===== config.mk =====
export PLATFORM = sky130hd
export DESIGN_NAME = edge_level_driver
export DESIGN_NICKNAME = d
export VERILOG_FILES = /design/src/rtl/edge_level_pkg.sv /design/src/rtl/edge_level_driver_hold_timer.sv /design/src/rtl/edge_level_driver.sv
export SDC_FILE = /design/constraint.sdc
export NUM_CORES = 1
export LEC_CHECK = 0
export BUFFER_PORTS_ARGS = -buffer_cell sky130_fd_sc_hd__buf_2
export CORE_MARGIN = 2
export CORE_UTILIZATION = 46
export DETAILED_ROUTE_END_ITERATION = 16
export PLACE_DENSITY = 0.73
export SYNTH_ARGS = -nofsm -noshare
export SYNTH_HDL_FRONTEND = slang
export SYNTH_SLANG_ARGS = --single-unit

===== constraint.sdc =====
create_clock -name clk -period 2.3 [get_ports clk]
set_input_delay 0.115 -clock clk [delete_from_list [all_inputs] [get_ports clk]]
set_output_delay 0.115 -clock clk [all_outputs]
set_load 0.05 [all_outputs]

===== src/rtl/edge_level_pkg.sv =====
// edge_level_pkg: shared state/pending encodings and widths for edge_level_driver.
package edge_level_pkg;
    typedef enum logic {SETTLED = 1'b0, HOLD = 1'b1} state_t;
    typedef enum logic {NONE = 1'b0, CHANGE = 1'b1} pending_t;
    localparam int DROP_CNT_W = 8;
endpackage


===== src/rtl/edge_level_driver_hold_timer.sv =====
// hold_timer: loadable down-counter with a registered zero flag.
// The counter stops at zero instead of wrapping.
module hold_timer #(
    parameter int W = 4
) (
    input  logic         clk,
    input  logic         rst,
    input  logic         load,
    input  logic [W-1:0] load_val,
    input  logic         tick,
    output logic         zero
);
    logic [W-1:0] cnt;

    always_ff @(posedge clk) begin
        if (rst) begin
            cnt  <= '0;
            zero <= 1'b1;
        end else if (load) begin
            cnt  <= load_val;
            zero <= (load_val == '0);
        end else if (tick && cnt != '0) begin
            cnt  <= cnt - W'(1);
            zero <= (cnt == W'(1));
        end
    end
endmodule


===== src/rtl/edge_level_driver.sv =====
// edge_level_driver: rebuilds a level from rise/fall pulses with a minimum dwell per level.
// Build option: EDGE_LEVEL_DROP_CNT_EN enables the saturating cancelled-pair counter.
module edge_level_driver
    import edge_level_pkg::*;
#(
    parameter int   HOLD_CYCLES = 50000,
    parameter logic RESET_LEVEL = 1'b0,
    parameter int   CNT_W       = $clog2(HOLD_CYCLES + 1)
) (
    input  logic                  clk,
    input  logic                  rst,
    input  logic                  rise,
    input  logic                  fall,
    output logic                  level,
    output logic                  busy,
    output logic [DROP_CNT_W-1:0] dropped_cnt
);
    state_t   state;
    pending_t pending;
    pending_t pend_fold;
    logic     zero, single, opp, match, expire, toggle;

    assign single = rise ^ fall;
    assign opp    = single & (rise != level);
    assign match  = single & (rise == level);
    // A request arriving on the expiry cycle is folded in before the decision.
    assign pend_fold = (pending == NONE) ? (opp ? CHANGE : NONE) : (match ? NONE : CHANGE);
    assign expire = (state == HOLD) & zero;
    assign toggle = (state == SETTLED) ? opp : (expire & (pend_fold == CHANGE));
    assign busy   = (state == HOLD);

    always_ff @(posedge clk) begin
        if (rst) begin
            level   <= RESET_LEVEL;
            state   <= SETTLED;
            pending <= NONE;
        end else begin
            if (toggle) level <= ~level;
            state   <= toggle ? HOLD : (expire ? SETTLED : state);
            pending <= (state == SETTLED || expire) ? NONE : pend_fold;
        end
    end

    hold_timer #(.W(CNT_W)) u_timer (
        .clk      (clk),
        .rst      (rst),
        .load     (toggle),
        .load_val (CNT_W'(HOLD_CYCLES - 1)),
        .tick     (busy),
        .zero     (zero)
    );

`ifdef EDGE_LEVEL_DROP_CNT_EN
    logic [DROP_CNT_W-1:0] drop_q;
    logic                  drop_inc;

    assign drop_inc = (state == HOLD) & (pending == CHANGE) & match;

    always_ff @(posedge clk) begin
        if (rst) drop_q <= '0;
        else if (drop_inc && drop_q != '1) drop_q <= drop_q + DROP_CNT_W'(1);
    end

    assign dropped_cnt = drop_q;
`else
    assign dropped_cnt = '0;
`endif
endmodule


==> impl_metrics.csv <==
group,metric,value,unit
worst_hold_path,min-delay-start,"rst",
grt,overflow,0,
grt,grt_pass1_wl,4.32,mm
yosys,async_flop_share,0,%
clocking,cts_root_buffer,"clkbuf_4",
timing,setup_tns,0,ps
worst_setup_path,start_kind,"register",
worst_setup_path,rr_endpoint,"u_timer.cnt[10]$_SDFFE_PP0P_",
die,chipWidth,54.3,um
worst_setup_path,worstPathMaxFanout,7,
timing,setup_violations,0,
timing,holdWs,155,ps
pwr,power_switching,0.352,mW
worst_setup_path,crit_path_end_kind,"register",
status,status,"complete, no violations",
timing,slew_headroom,61.1,%
placement,gp_congestion,0.905,
die,dieArea,2950,sq um
yosys,yosys_warnings,0,
pwr,p_seq_share,44.8,%
timing,fin_crit_sh,87.1,%
timing,slew_viol_final,0,
clocking,path_clk_slew,120,ps
yosys,seq_area_frac_synth,34.4,%
cells_and_area,num-nets-final,149,
die,pin_count,14,
route,vias_per_cell,6.19,
yosys,synth_flop_cell,"dfxtp_1",
cells_and_area,design_area,1220,sq um
worst_setup_path,criticalPathCategory,"reg2reg",
placement,numPortBuffers,5,
pwr,comb_power_share,33.4,%
worst_setup_path,r2r_slack,300,ps
clocking,cts_resized,0,
route,vias,1064,
cells_and_area,final_common_cell,"dfxtp_1",
clocking,worstSkewPairLatency,310,ps
pwr,power_density,775,nW/um^2
route,drt-initial-drc-count,17,
timing,fin_skew,18.0,ps
pwr,report.power.total,0.949,mW
worst_setup_path,reg2regPathDepth,6,
clocking,cts_tree,"yes",
die,start_util,47.8,%
cells_and_area,regArea,400,sq um
worst_setup_path,required,2520,ps
pwr,ir_worst_vdd,0.452,mV
timing,maxClockFrequency,499,MHz
pwr,p_sw_share,37.1,%
clocking,hold_buffers,0,
route,drt_wl_total,2.50,mm
yosys,synth_edf_count,0,
grt,grt_max_degree,15,
clocking,cts_setup_buffers,0,
cells_and_area,post-route-util,50.4,%
yosys,yosys_register_bits,20,
clocking,cts_buffer_depth,2,
worst_setup_path,rr_startpoint,"u_timer.cnt[0]$_SDFFE_PP0P_",
pwr,p_leak,0.444,nW
job,cap_viol_max_count,0,
yosys,synthCells,136,
timing,worst_slack,297,ps
worst_hold_path,hold_path_depth,2,
yosys,avgSynthCellArea,8.56,sq um
die,core_area,2430,sq um
cells_and_area,antenna_cells,0,
placement,dpl_cell_area,1190,sq um
worst_hold_path,whs_endpoint,"busy$_SDFFE_PP0P_",
yosys,netlist_area,1160,sq um
timing,rsz0062_at_grt,"no",
route,wl_per_cell,14.6,um
yosys,synth_cell_type_count,41,
worst_hold_path,worst_hold_path_type,"in2reg",
grt,antenna_found_initial,0,
worst_setup_path,arrival,2230,ps
cells_and_area,multi_input_comb_area,692,sq um
cells_and_area,final_cell_mix,"dfxtp_1 (20), a21oi_1 (10), nand2_1 (8), conb_1 (8)",
timing,post-route-min-period,2000,ps
die,num_rows,18,
cells_and_area,final_layout_size_suffix_gt1_share,12.7,%
clocking,numCtsBuffers,3,
die,dieHeight,54.3,um
route,drc,0,
grt,grt_use_total,20.3,%
clocking,clock-sinks,20,
clocking,cts-htree-levels,1,
grt,grt_pass1_vias,979,
cells_and_area,fill_cells,251,
placement,post-dp-hpwl,1.77,mm
route,drt_pass1_iterations,4,
timing,max_slew.worst_pin.slew,579,ps
placement,dp_cells,168,
timing,hold_viol_final,0,
pwr,power.share.clock,21.8,%
pwr,power.internal,0.597,mW
route,postRouteAntennaNets,0,
cells_and_area,area_delta_synth_final,5.27,%
cells_and_area,finalNonFillerCells,172,
placement,dp_slack,352,ps
[power groups by stage]
stage | clock network [mW] | registers [mW] | logic [mW]
after CTS | 0.216 | 0.424 | 0.315
after floorplan | 0 | 0.433 | 0.249
final | 0.207 | 0.425 | 0.317
after global routing | 0.235 | 0.432 | 0.352
after detailed placement | 0 | 0.432 | 0.312
after global placement | 0 | 0.430 | 0.304
[Yosys cell counts, types with 2 or more instances]
master	instances	area, sq um
or3_1	7	43.8
nand4bb_1	2	22.5
a31oi_1	7	43.8
or4_1	4	30.0
o41ai_1	3	26.3
inv_1	5	18.8
clkbuf_1	2	7.51
nor3b_1	3	22.5
and3b_1	2	17.5
nor2_1	2	7.51
a311o_1	2	20.0
o31ai_1	6	45.0
xnor2_1	2	17.5
nor4_1	3	18.8
nand2_1	8	30.0
o21ai_0	5	25.0
buf_4	9	67.6
nand2b_1	4	25.0
ha_1	2	25.0
or2_2	3	18.8
nand4_1	2	12.5
a21oi_1	10	50.1
a31o_2	2	17.5
dfxtp_1	20	400
nor3_1	5	25.0
[layout make-up]
class                      instances  share of cell area (%)
tap                               30                    3.06
sequential                        20                    32.7
multi-input combinational        106                    56.5
inverter                           5                    1.53
timing repair buffer               7                    3.27
clock buffer                       4                    2.96
[sequential cells by signal, indices dropped and copies added (netlist names)]
register      cells
busy              1
level             1
pending           1
u_timer.cnt      16
u_timer.zero      1
[worst max-delay path by stage]
stage                                         endpoint                   startpoint  slack [ps]
after global routing      u_timer.cnt[10]$_SDFFE_PP0P_  u_timer.cnt[0]$_SDFFE_PP0P_         220
after floorplan           u_timer.cnt[10]$_SDFFE_PP0P_            busy$_SDFFE_PP0P_         290
after CTS                 u_timer.cnt[10]$_SDFFE_PP0P_  u_timer.cnt[0]$_SDFFE_PP0P_         310
final                     u_timer.cnt[10]$_SDFFE_PP0P_  u_timer.cnt[0]$_SDFFE_PP0P_         300
after detailed placement  u_timer.cnt[10]$_SDFFE_PP0P_  u_timer.cnt[0]$_SDFFE_PP0P_         350
after global placement    u_timer.cnt[10]$_SDFFE_PP0P_  u_timer.cnt[2]$_SDFFE_PP0P_         430
[routing by layer]
layer / vias up / routed length (um) / GRT usage (%)
met5: - / 0 / 0
met3: 2 / 134 / 5.74
met1: 505 / 1140 / 25.4
li1: 525 / - / -
met4: 0 / 18 / 4.17
met2: 32 / 1210 / 34.7
[critical path: stages (launching register included)]
cell and delay (ps):
dfxtp_1 350, inv_1 100, ha_1 200, nand2_1 140, a2111o_1 530, or4_1 420
a21oi_1 160
[kinds of logic after synthesis]
logic type / count (synthesis) / share of synthesized area [%]
flip-flops: 20 / 34.4
XOR/XNOR: 2 / 1.51
other: 1 / 0.322
AND/OR/NAND/NOR: 54 / 29.8
buffers and inverters: 17 / 8.39
adder cells (fa/ha/maj): 2 / 2.15
AO/OA/AOI/OAI: 40 / 23.4
Note: power is estimated with default switching activity, not from simulation.
